### src/rtl/mc_control.sv
// mc_control: multi-cycle RV32I control unit.
// Sequences each instruction through IDLE/FETCH/DECODE/EXEC/MEM/WB and drives
// the datapath selects from the latched instruction. Memory accesses use a
// req/ack handshake guarded by a watchdog that traps after MEM_TIMEOUT cycles.
// Optional feature: define MC_CONTROL_CSR_EN to accept SYSTEM (CSR) opcodes.
module mc_control #(
  parameter int MEM_TIMEOUT = 15,
  parameter int TO_W        = 4
) (
  input  logic        clk,
  input  logic        rst_n,
  input  logic [31:0] instruction,
  input  logic        BrEq,
  input  logic        BrLt,
  input  logic        mem_ack,
  output logic        mem_req,
  output logic        IRWen,
  output logic        PCWen,
  output logic        PCSel,
  output logic        RegWen,
  output logic        BrUn,
  output logic        ASel,
  output logic        BSel,
  output logic        CSRSel,
  output logic [2:0]  ImmSel,
  output logic [3:0]  ALUSel,
  output logic [3:0]  MemRW,
  output logic [2:0]  WBSel,
  output logic        retired,
  output logic        trap,
  output logic [1:0]  trap_cause
);

  // Datapath select encodings shared with the rest of the core (common_define.h).
  localparam logic [2:0] IMM_I = 3'd0, IMM_S = 3'd1, IMM_B = 3'd2, IMM_U = 3'd3,
                         IMM_J = 3'd4, IMM_CSR = 3'd5;
  localparam logic [3:0] ALU_ADD = 4'b0000;
  localparam logic [3:0] MEM_READ = 4'b0000, MEM_WRITE_B = 4'b0001,
                         MEM_WRITE_H = 4'b0011, MEM_WRITE_W = 4'b1111;
  localparam logic [2:0] WB_ALU = 3'd0, WB_MEM = 3'd1, WB_PC_NEXT = 3'd2, WB_CSR = 3'd3;

  localparam logic [4:0] OP_R = 5'b01100, OP_I = 5'b00100, OP_LOAD = 5'b00000,
                         OP_STORE = 5'b01000, OP_BRANCH = 5'b11000, OP_JAL = 5'b11011,
                         OP_JALR = 5'b11001, OP_AUIPC = 5'b00101, OP_LUI = 5'b01101,
                         OP_CSR = 5'b11100;

  localparam logic [2:0] S_IDLE = 3'd0, S_FETCH = 3'd1, S_DECODE = 3'd2, S_EXEC = 3'd3,
                         S_MEM = 3'd4, S_WB = 3'd5, S_TRAP = 3'd6;

  logic [2:0]      r_state;
  logic [2:0]      w_next;
  logic [TO_W-1:0] r_wdog;
  logic            r_trap;
  logic [1:0]      r_cause;

  logic [4:0] w_opc;
  logic [2:0] w_f3;
  logic       w_b30;
  logic       w_isCsr;
  logic       w_legal;
  logic       w_isLoad;
  logic       w_isStore;
  logic       w_isBranch;
  logic       w_isJump;
  logic       w_taken;
  logic       w_wdogHit;
  logic       w_unused;

  logic [2:0] w_immSel;
  logic [3:0] w_aluSel;
  logic       w_aSel;
  logic       w_bSel;
  logic       w_brUn;
  logic [2:0] w_wbSel;
  logic       w_csrSel;
  logic [3:0] w_storeCode;

  assign w_opc    = instruction[6:2];
  assign w_f3     = instruction[14:12];
  assign w_b30    = instruction[30];
  assign w_unused = &{instruction[31], instruction[29:15], instruction[11:7], instruction[1:0]};

`ifdef MC_CONTROL_CSR_EN
  assign w_isCsr = (w_opc == OP_CSR);
`else
  assign w_isCsr = 1'b0;
`endif

  assign w_isLoad   = (w_opc == OP_LOAD);
  assign w_isStore  = (w_opc == OP_STORE);
  assign w_isBranch = (w_opc == OP_BRANCH);
  assign w_isJump   = (w_opc == OP_JAL) || (w_opc == OP_JALR);
  assign w_legal    = (w_opc == OP_R) || (w_opc == OP_I) || w_isLoad || w_isStore ||
                      w_isBranch || w_isJump || (w_opc == OP_AUIPC) ||
                      (w_opc == OP_LUI) || w_isCsr;

  assign mem_req    = (r_state == S_FETCH) || (r_state == S_MEM);
  // The hit fires on the last permitted wait cycle so an ack in that same cycle still wins.
  assign w_wdogHit  = (MEM_TIMEOUT != 0) && ((int'(r_wdog) + 1) == MEM_TIMEOUT);
  assign trap       = r_trap;
  assign trap_cause = r_cause;

  // Branch condition from the comparator flags, selected by funct3.
  always_comb begin
    case (w_f3)
      3'b000:         w_taken = BrEq;
      3'b001:         w_taken = !BrEq;
      3'b100, 3'b110: w_taken = BrLt;
      3'b101, 3'b111: w_taken = !BrLt;
      default:        w_taken = 1'b0;
    endcase
  end

  // Datapath select decode from the instruction register, as in the single-cycle decoder.
  always_comb begin
    w_immSel = IMM_I;
    w_aluSel = ALU_ADD;
    w_aSel   = 1'b0;
    w_bSel   = 1'b1;
    w_brUn   = 1'b0;
    w_wbSel  = WB_ALU;
    w_csrSel = 1'b0;
    case (w_f3)
      3'b000:  w_storeCode = MEM_WRITE_B;
      3'b001:  w_storeCode = MEM_WRITE_H;
      default: w_storeCode = MEM_WRITE_W;
    endcase
    case (w_opc)
      OP_R: begin
        w_aluSel = {w_b30, w_f3};
        w_bSel   = 1'b0;
      end
      OP_I:      w_aluSel = {(w_f3 == 3'b101) && w_b30, w_f3};
      OP_LOAD:   w_wbSel  = WB_MEM;
      OP_STORE:  w_immSel = IMM_S;
      OP_BRANCH: begin
        w_immSel = IMM_B;
        w_aSel   = 1'b1;
        w_brUn   = w_f3[2] && w_f3[1];
      end
      OP_JAL: begin
        w_immSel = IMM_J;
        w_aSel   = 1'b1;
        w_wbSel  = WB_PC_NEXT;
      end
      OP_JALR:   w_wbSel  = WB_PC_NEXT;
      OP_AUIPC: begin
        w_immSel = IMM_U;
        w_aSel   = 1'b1;
      end
      OP_LUI:    w_immSel = IMM_U;
`ifdef MC_CONTROL_CSR_EN
      OP_CSR: begin
        w_bSel  = 1'b0;
        w_wbSel = WB_CSR;
        if (w_f3 == 3'b101) begin
          w_csrSel = 1'b1;
          w_immSel = IMM_CSR;
        end
      end
`endif
      default: ;
    endcase
  end

  // Next-state logic for the instruction sequencer.
  always_comb begin
    w_next = r_state;
    case (r_state)
      S_IDLE:   w_next = S_FETCH;
      S_FETCH:  if (mem_ack) w_next = S_DECODE;
                else if (w_wdogHit) w_next = S_TRAP;
      S_DECODE: w_next = w_legal ? S_EXEC : S_TRAP;
      S_EXEC:   if (w_isLoad || w_isStore) w_next = S_MEM;
                else if (w_isBranch) w_next = S_FETCH;
                else w_next = S_WB;
      S_MEM:    if (mem_ack) w_next = w_isStore ? S_FETCH : S_WB;
                else if (w_wdogHit) w_next = S_TRAP;
      S_WB:     w_next = S_FETCH;
      S_TRAP:   w_next = S_TRAP;
      default:  w_next = S_IDLE;
    endcase
  end

  // State, watchdog and sticky trap registers; the watchdog only counts unacked requests.
  always_ff @(posedge clk) begin
    if (!rst_n) begin
      r_state <= S_IDLE;
      r_wdog  <= '0;
      r_trap  <= 1'b0;
      r_cause <= 2'b00;
    end else begin
      r_state <= w_next;
      r_wdog  <= (mem_req && !mem_ack) ? r_wdog + {{(TO_W-1){1'b0}}, 1'b1} : '0;
      if ((w_next == S_TRAP) && (r_state != S_TRAP)) begin
        r_trap  <= 1'b1;
        r_cause <= (r_state == S_DECODE) ? 2'b01 : 2'b10;
      end
    end
  end

  // Per-state output drive; enables are also suppressed while reset is asserted.
  always_comb begin
    IRWen   = 1'b0;
    PCWen   = 1'b0;
    PCSel   = 1'b0;
    RegWen  = 1'b0;
    retired = 1'b0;
    MemRW   = MEM_READ;
    ImmSel  = 3'd0;
    ALUSel  = 4'd0;
    ASel    = 1'b0;
    BSel    = 1'b0;
    BrUn    = 1'b0;
    WBSel   = 3'd0;
    CSRSel  = 1'b0;
    if ((r_state == S_DECODE) || (r_state == S_EXEC) || (r_state == S_MEM) ||
        (r_state == S_WB)) begin
      ImmSel = w_immSel;
      ALUSel = w_aluSel;
      ASel   = w_aSel;
      BSel   = w_bSel;
      BrUn   = w_brUn;
      WBSel  = w_wbSel;
      CSRSel = w_csrSel;
    end
    case (r_state)
      S_FETCH: IRWen = mem_ack;
      S_EXEC: begin
        if (w_isBranch) begin
          PCWen   = 1'b1;
          PCSel   = w_taken;
          retired = 1'b1;
        end
      end
      S_MEM: begin
        if (w_isStore) begin
          MemRW = w_storeCode;
          if (mem_ack) begin
            PCWen   = 1'b1;
            retired = 1'b1;
          end
        end
      end
      S_WB: begin
        RegWen  = 1'b1;
        PCWen   = 1'b1;
        retired = 1'b1;
        PCSel   = w_isJump;
      end
      default: ;
    endcase
    if (!rst_n) begin
      IRWen   = 1'b0;
      PCWen   = 1'b0;
      RegWen  = 1'b0;
      retired = 1'b0;
      MemRW   = MEM_READ;
    end
  end

endmodule

### config.mk
export PLATFORM = sky130hd
export DESIGN_NAME = mc_control
export DESIGN_NICKNAME = d
export VERILOG_FILES = /design/src/rtl/mc_control.sv
export SDC_FILE = /design/constraint.sdc
export NUM_CORES = 1
export LEC_CHECK = 0
export ABC_AREA = 0
export CORE_MARGIN = 2
export CORE_UTILIZATION = 36
export CTS_CLUSTER_DIAMETER = 200
export DETAILED_ROUTE_END_ITERATION = 8
export GPL_TIMING_DRIVEN = 1
export PLACE_DENSITY = 0.86
export SKIP_CTS_REPAIR_TIMING = 1
export SLEW_MARGIN = 20
export SYNTH_ARGS = -nofsm -noshare
export SYNTH_HDL_FRONTEND = slang
export SYNTH_SLANG_ARGS = --single-unit
### constraint.sdc
create_clock -name clk -period 2.64 [get_ports clk]
set_clock_uncertainty 0.1 [all_clocks]
set_input_delay 0.528 -clock clk [delete_from_list [all_inputs] [get_ports clk]]
set_output_delay 0.528 -clock clk [all_outputs]
set_load 0.02 [all_outputs]
# [After elaboration in Yosys (flattened, before gate mapping)]
# Cells that the tools add are included.
[op_classes] addsub=2 n_eq_ne=22 muxes=37 n_reduce_logical=30
[op_table] op="2-to-1 mux 3 bit" n=9
[op_table] op="== test 3 bit (second input constant)" n=8
[op_table] op="== test 5 x 4 -> 1 bit (second input constant)" n=4
[op_table] op="one-hot mux 3 bit (6 select lines)" n=1
[op_table] op="2-to-1 mux 4 bit" n=4
[op_table] op="one-hot mux 4 bit (2 select lines)" n=2
[op_table] op="== test 5 bit (second input constant)" n=3
[op_table] op="2-to-1 mux 1 bit" n=15
[op_table] op="logical OR 1 bit" n=13
[op_table] op="one-hot mux 3 bit (4 select lines)" n=1
[op_table] op="== test 5 x 3 -> 1 bit (second input constant)" n=2
[op_table] op="OR reduction 2 bit" n=5
[op_table] op="== test 3 x 1 -> 1 bit (second input constant)" n=2
[op_table] op="== test 3 x 2 -> 1 bit (second input constant)" n=2
[op_table] op="logical NOT 3 bit" n=2
[op_table] op="adder 4 x 1 -> 5 bit (second input constant)" n=1
[op_table] op="logical NOT 5 bit" n=1
[op_table] op="adder 4 x 1 -> 4 bit (second input constant)" n=1
[op_table] op="logical AND 1 bit" n=4
[op_table] op="one-hot mux 1 bit (4 select lines)" n=1
[op_table] op="one-hot mux 2 bit (2 select lines)" n=1
[op_table] op="logical NOT 1 bit" n=3
[op_table] op="inequality test 3 bit (second input constant)" n=1
[op_table] op="one-hot mux 1 bit (3 select lines)" n=1
[op_table] op="other kinds (4)" n=4
[totals] ff_bits=10 in_bits=37 word_cells=95

# [Longest topological paths before layout]
# Gate-level depths: netlist of the first run.
[depth] depth_word=12 ltp_mapped=8 mapped_depth_nobuf=8

# [Least setup slack after synthesis of the first run]
# Ideal clock, no wire load.
[synth_timing] kind="input to output" startpoint="input instruction[3]" endpoint="output MemRW[3]" arrival_ps=1934 required_time_ps=2012 slack_ps=78 path_stages=5 n_path_buf=2 path_cell_list="buf_4 > nor4_1 > and3_1 > o21a_1 > buf_4"
[synth_between] elab_chain_cells=4
[synth_rtl] item="from (decl)" line="12" text="input logic [31:0] instruction,"
[synth_rtl] item="== test 5 x 4 -> 1 bit" line="90" text="assign w_isStore = (w_opc == OP_STORE);"
[synth_rtl] item="2-to-1 mux 4 bit" line="237" text="if (w_isStore) begin"
[synth_rtl] item="2-to-1 mux 4 bit" line="227" text="case (r_state)"
[synth_rtl] item="2-to-1 mux 4 bit" line="253" text="if (!rst_n) begin"
[synth_rtl] item="to (decl)" line="27" text="output logic [3:0] MemRW,"
# Every way passes these cells.

# [Worst setup path in the final report of the first run]
[layout_timing] startpoint="input rst_n" endpoint="output RegWen"
[layout_between] elab_chain_cells=1
[layout_rtl] item="from (decl)" line="11" text="input logic rst_n,"
[layout_rtl] item="2-to-1 mux 1 bit" line="253"
[layout_rtl] item="to (decl)" line="20" text="output logic RegWen,"
# Every way passes these cells.

==> impl_metrics.tcl, run 1 <==
set metrics [dict create \
    h-tree-depth 1 \
    nets 239 \
    max-clock-path-buffers 2 \
    layout-drive-gt1-share_pct 24.1 \
    critPathSlowestCell "clkdlybuf4s50_1" \
    path_delay_family "buffers and inverters" \
    required_ns 2.01 \
    synth_flop_cell "dfxtp_1" \
    slowest_delay_ns 0.60 \
    status "complete, no violations" \
    grt_start_max_net_pins 14 \
    core_area_um2 2520 \
    num_antenna_cells 0 \
    syn2layout_area_growth_pct 72.7 \
    slew_headroom_pct 64.1 \
    fin_crit_sh_pct 97.8 \
    vias 1210 \
    slew_violations 0 \
    die_area_um2 3140 \
    row_count 18 \
    avgSynthCellArea_um2 7.34 \
    ir_worst_vdd_uv 362 \
    finalSetupViolCount 0 \
    cts_tree "built" \
    grt_overflow 0 \
    cp_num_buf_inv 3 \
    syn_inst 133 \
    routed_wl_um 2910 \
    die_x_um 56.1 \
    fin_util_pct 66.8 \
    viasPerCell 5.28 \
    min_period_ns 2.58 \
    ys_ff_latch 10 \
    synth_cell_types 49 \
    drc 0 \
    ant_nets 0 \
    grt_pass1_wl_um 4510 \
    hpwl_um 2280 \
    start_util_pct 38.7 \
    dieHeight_um 56.1 \
    worst_pin_slew_ns 0.525 \
    cts.clk_slew.worst_paths_ns 0.06 \
    path_class "in -> out" \
    first_pass_iters 5 \
    critPathArrivalTime_ns 1.95 \
    yosys_warnings 0 \
    root_buffer "clkbuf_4" \
    drv_cap 0 \
    syn_area_um2 976 \
    critical_path.max_fanout 2 \
    max_freq_mhz 387 \
    antenna_found_initial 0 \
    path_cells "clkdlybuf4s50_1 > inv_1 > nor2_1 > and3_1 > clkdlybuf4s50_1" \
    track_usage_pct 17.2 \
    hold_class "reg -> reg" \
    grt_pass1_vias 1110 \
    grt_setup_unrepaired "false" \
    p_total_w 0.000534 \
    cts_buffers 3 \
    power.density_nw_per_um2 317 \
    finalHoldViolations 0 \
    p_leak_nw 1.06 \
    cts_sinks 10 \
    clk_latency_ns 0.26 \
    cpMostUsedCell "clkdlybuf4s50_1" \
    gp_congestion 0.842 \
    avgRoutedWirePerCell_um 12.7 \
    startpoint_type "primary input" \
    worst_setup_path_end_kind "output port" \
    ioPinCount 64 \
    synthArstFlopShare_pct 0 \
    synth-edff-count 0 \
    drt_iter0_drc 31 \
    place.port_buffers 38 \
    ys_seq_area_share_pct 20.5 \
]
[per-layer routing]
metal  GRT usage, %  vias to the layer above  wire length [µm]
met5              0                        -                 0
met1           19.4                      557              1200
met3           2.56                        2               194
li1               -                      606                 -
met2           31.9                       45              1490
met4           7.14                        0                20
[kinds of logic after synthesis]
family,Yosys count,synth area share (%)
simple gates,70,39.5
compound gates,31,24.1
buf+inv,15,9.36
flops,10,20.5
xor+xnor,4,3.59
fa+ha+maj,2,2.56
other cells,1,0.384
[per-stage QoR]
| stage | setup TNS (ns) | cell area [µm²] | hold slack (ns) | std cells | worst slack, ns |
|---|---|---|---|---|---|
| finish | 0 | 1690 | 0.375 | 229 | 0.0590 |
| global route | 0 | 1690 | 0.386 | 229 | 0.000341 |
| CTS | -7.35 | 1610 | 0.378 | 229 | -0.464 |
| detailed placement | -7.21 | 1580 | 0.361 | 225 | -0.449 |
| global placement | -7.03 | 1580 | 0.352 | 225 | -0.466 |
| floorplan | 0 | 980 | 0.353 | 134 | 0.0775 |
[registers in the layout (all words and copies together), names as in the netlist]
| signal | cells |
|---|---|
| r_state | 3 |
| r_wdog | 4 |
| trap | 1 |
| trap_cause | 2 |
[tightest hold or removal path, cell delays in order, from the launching register on]
cell	delay, ns
dfxtp_1	0.31
nand2_1	0.05
o22ai_1	0.06
[synth_stat cells (2+ instances only)]
cell type | count | area, µm²
nor2_1 | 18 | 67.6
dfxtp_1 | 10 | 200
nand2_1 | 9 | 33.8
and2_1 | 7 | 43.8
buf_4 | 7 | 52.6
a21oi_1 | 6 | 30.0
nor3_1 | 5 | 25.0
and3_1 | 4 | 25.0
inv_1 | 4 | 15.0
nor4_1 | 4 | 25.0
o21a_1 | 4 | 30.0
a31oi_1 | 3 | 18.8
nand2b_1 | 3 | 18.8
nand3_1 | 3 | 15.0
nand3b_1 | 3 | 22.5
nor2b_1 | 3 | 18.8
a211oi_1 | 2 | 15.0
clkbuf_1 | 2 | 7.51
ha_1 | 2 | 25.0
nand2b_2 | 2 | 17.5
o211ai_1 | 2 | 15.0
xnor2_1 | 2 | 17.5
xor2_1 | 2 | 17.5
[area by class of cell]
type                            count  area, µm²
Sequential cell                    10        200
Timing Repair Buffer               72        688
Clock buffer                        4       36.3
Multi-Input combinational cell    109        708
Inverter                            4       15.0
Tap cell                           30       37.5
Fill cell                         213        837
[where the power goes]
group / leakage, nW / switching (W) / internal (W)
logic: 0.956 / 0.000110 / 0.000114
registers: 0.0813 / 0.0000163 / 0.000160
clock network: 0.0210 / 0.0000502 / 0.0000837
total: 1.06 / 0.000176 / 0.000358
[path summary, 6_finish.rpt]
check / endpoint / depth (start not counted) / slack [ns] / start
worst min-delay path: trap_cause[0] / 2 / 0.38 / trap_cause[0]
worst min register to register: trap_cause[0] / 2 / 0.38 / trap_cause[0]
worst max register to register: trap_cause[0] / 6 / 0.50 / r_state[0]
worst max-delay path: RegWen / 5 / 0.06 / rst_n
[placed cells by master (no fill, tap or decap), types with 2 or more instances in the layout]
master	instances
buf_4	35
dlymetal6s2s_1	24
nor2_1	18
clkdlybuf4s50_1	12
dfxtp_1	10
nand2_1	9
and2_1	7
a21oi_1	6
nor3_1	5
inv_1	4
and3_1	4
o21a_1	4
nand3_1	3
nor2b_1	3
nand3b_1	3
nand2b_1	3
nor4_1	3
a31oi_1	3
clkbuf_4	3
xor2_1	2
xnor2_1	2
a211oi_1	2
o211ai_1	2
ha_1	2
conb_1	2
Note: power is estimated with default switching activity, not from simulation.
==> run 2: changes to the inputs <==
--- a/config.mk
+++ b/config.mk
@@ -13,7 +13,6 @@
 export GPL_TIMING_DRIVEN = 1
 export PLACE_DENSITY = 0.86
 export SKIP_CTS_REPAIR_TIMING = 1
-export SLEW_MARGIN = 20
 export SYNTH_ARGS = -nofsm -noshare
 export SYNTH_HDL_FRONTEND = slang
 export SYNTH_SLANG_ARGS = --single-unit
==> results of run 2 <==
Same layout as run 1: the final DEF is identical, and so are final timing and power.
==> run 3: changes to the inputs <==
--- a/config.mk
+++ b/config.mk
@@ -6,12 +6,14 @@
 export NUM_CORES = 1
 export LEC_CHECK = 0
 export ABC_AREA = 0
+export ABC_CLOCK_PERIOD_IN_PS = 2640
 export CORE_MARGIN = 2
 export CORE_UTILIZATION = 36
 export CTS_CLUSTER_DIAMETER = 200
 export DETAILED_ROUTE_END_ITERATION = 8
 export GPL_TIMING_DRIVEN = 1
 export PLACE_DENSITY = 0.86
+export REMOVE_ABC_BUFFERS = 1
 export SKIP_CTS_REPAIR_TIMING = 1
 export SYNTH_ARGS = -nofsm -noshare
 export SYNTH_HDL_FRONTEND = slang
==> run 3 against run 2 <==
Sequential cell count is the same. Highest routed layer unchanged. Largest power group unchanged. Critical path depth is the same. Global-route usage grew 1.9 points. Combinational power is 3% lower. Worst hold slack about the same.
==> impl_metrics.tcl, run 3 (synthesis results as in run 1) <==
set metrics [dict create \
    r2r_start "r_wdog[0]" \
    path_cells "clkdlybuf4s50_1 > inv_1 > nor2_1 > and3_1 > clkdlybuf4s50_1" \
    drv_cap 0 \
    core_area_um2 2520 \
    finalSetupViolCount 0 \
    largest-register "r_wdog" \
    p_total_w 0.000494 \
    vias 1193 \
    cts.clk_slew.worst_paths_ns 0.05 \
    start_util_pct 38.7 \
    critPathSlowestCell "clkdlybuf4s50_1" \
    critical_path.max_fanout 2 \
    antenna_found_initial 0 \
    cts_buffers 3 \
    die_x_um 56.1 \
    place_inst 219 \
    avgRoutedWirePerCell_um 13.0 \
    slowest_delay_ns 0.60 \
    cpMostUsedCell "clkdlybuf4s50_1" \
    max-clock-path-buffers 2 \
    grt_pass1_vias 1257 \
    fin_crit_sh_pct 97.1 \
    min_period_ns 2.56 \
    grt_start_max_net_pins 14 \
    place.port_buffers 38 \
    die_area_um2 3140 \
    ff2ff_path_depth 8 \
    finalHoldViolations 0 \
    root_buffer "clkbuf_4" \
    dieHeight_um 56.1 \
    viasPerCell 5.37 \
    row_count 18 \
    drc 0 \
    clk_latency_ns 0.27 \
    mostFrequentLayoutCell "buf_4" \
    max_freq_mhz 390 \
    num_antenna_cells 0 \
    slew_violations 0 \
    largest_reg_flops 4 \
    startpoint_type "primary input" \
    mostFrequentLayoutCells "29 x buf_4, 22 x dlymetal6s2s_1, 18 x nor2_1" \
    track_usage_pct 19.2 \
    ant_nets 0 \
    grt_pass1_wl_um 5000 \
    ioPinCount 64 \
    gp_congestion 0.913 \
    cp_num_buf_inv 3 \
    power.density_nw_per_um2 308 \
    worstHoldStart "trap_cause[0]" \
    h-tree-depth 1 \
    timing.rr.end "trap_cause[1]" \
    grt_overflow 0 \
    min_to "trap_cause[0]" \
    p_leak_nw 0.980 \
    status "complete, no violations" \
    worst_setup_path_end_kind "output port" \
    path_class "in -> out" \
    hold_class "reg -> reg" \
    rrSetupSlack_ns 0.53 \
    routed_wl_um 2890 \
    nets 233 \
    grt_setup_unrepaired "false" \
    layout-drive-gt1-share_pct 21.9 \
    path_delay_family "buffers and inverters" \
    hpwl_um 2350 \
    critPathArrivalTime_ns 1.94 \
    cts_tree "built" \
    ir_worst_vdd_uv 373 \
    drt_iter0_drc 22 \
    syn2layout_area_growth_pct 64.2 \
    cts_sinks 10 \
    layout.cells.non_filler 222 \
    hold-path-cell-count 2 \
    required_ns 2.01 \
    first_pass_iters 4 \
]
run 3: layout make-up:
cell class                 count  area, µm²
fill                         211        920
timing repair buffer          66        633
clock buffer                   3       22.5
inverter                       4       15.0
multi-input combinational    109        694
tap                           30       37.5
sequential                    10        200
run 3: worst reg2reg max path: cells and delay by family (launching register included):
| family | cells | cell delay (ns) |
|---|---|---|
| adder cells (fa/ha/maj) | 1 | 0.21 |
| flip-flops | 1 | 0.42 |
| AND/OR/NAND/NOR | 3 | 0.42 |
| buffers and inverters | 1 | 0.07 |
| AO/OA/AOI/OAI | 3 | 0.80 |
run 3: power breakdown:
part	switching, W	internal [W]	total (W)
Clock	0.0000493	0.0000525	0.000102
Sequential	0.0000146	0.000160	0.000175
Combinational	0.000109	0.000108	0.000217
run 3: worst max path at each step:
stage / to / startpoint / cells after the start
after floorplan: PCWen / instruction[4] / 6
after global placement: retired / instruction[4] / 9
after detailed placement: MemRW[1] / instruction[4] / 7
after CTS: MemRW[1] / instruction[4] / 7
after global routing: BSel / r_state[2] / 5
final: RegWen / rst_n / 5
run 3: through the flow:
| step | hold slack (ns) | TNS (ns) | instance area, µm² | worst slack [ns] | util (%) |
|---|---|---|---|---|---|
| 2_1_floorplan | 0.353 | 0 | 903 | 0.199 | - |
| 6_report | 0.376 | 0 | 1600 | 0.0768 | 63.5 |
| 3_5_place_dp | 0.367 | -7.68 | 1530 | -0.586 | 60.7 |
| 4_1_cts | 0.382 | -7.74 | 1550 | -0.592 | 61.6 |
| 5_1_grt | 0.411 | 0 | 1600 | 0.00176 | 63.5 |
| 3_3_place_gp | 0.347 | -6.76 | 1530 | -0.497 | 60.7 |
run 3: metal layers:
| layer | routed length, µm | global-route usage [%] | vias up |
|---|---|---|---|
| met1 | 1180 | 20.2 | 550 |
| met4 | 57 | 10.5 | 0 |
| li1 | - | - | 593 |
| met5 | 0 | 0 | - |
| met2 | 1470 | 34.3 | 43 |
| met3 | 183 | 4.88 | 7 |
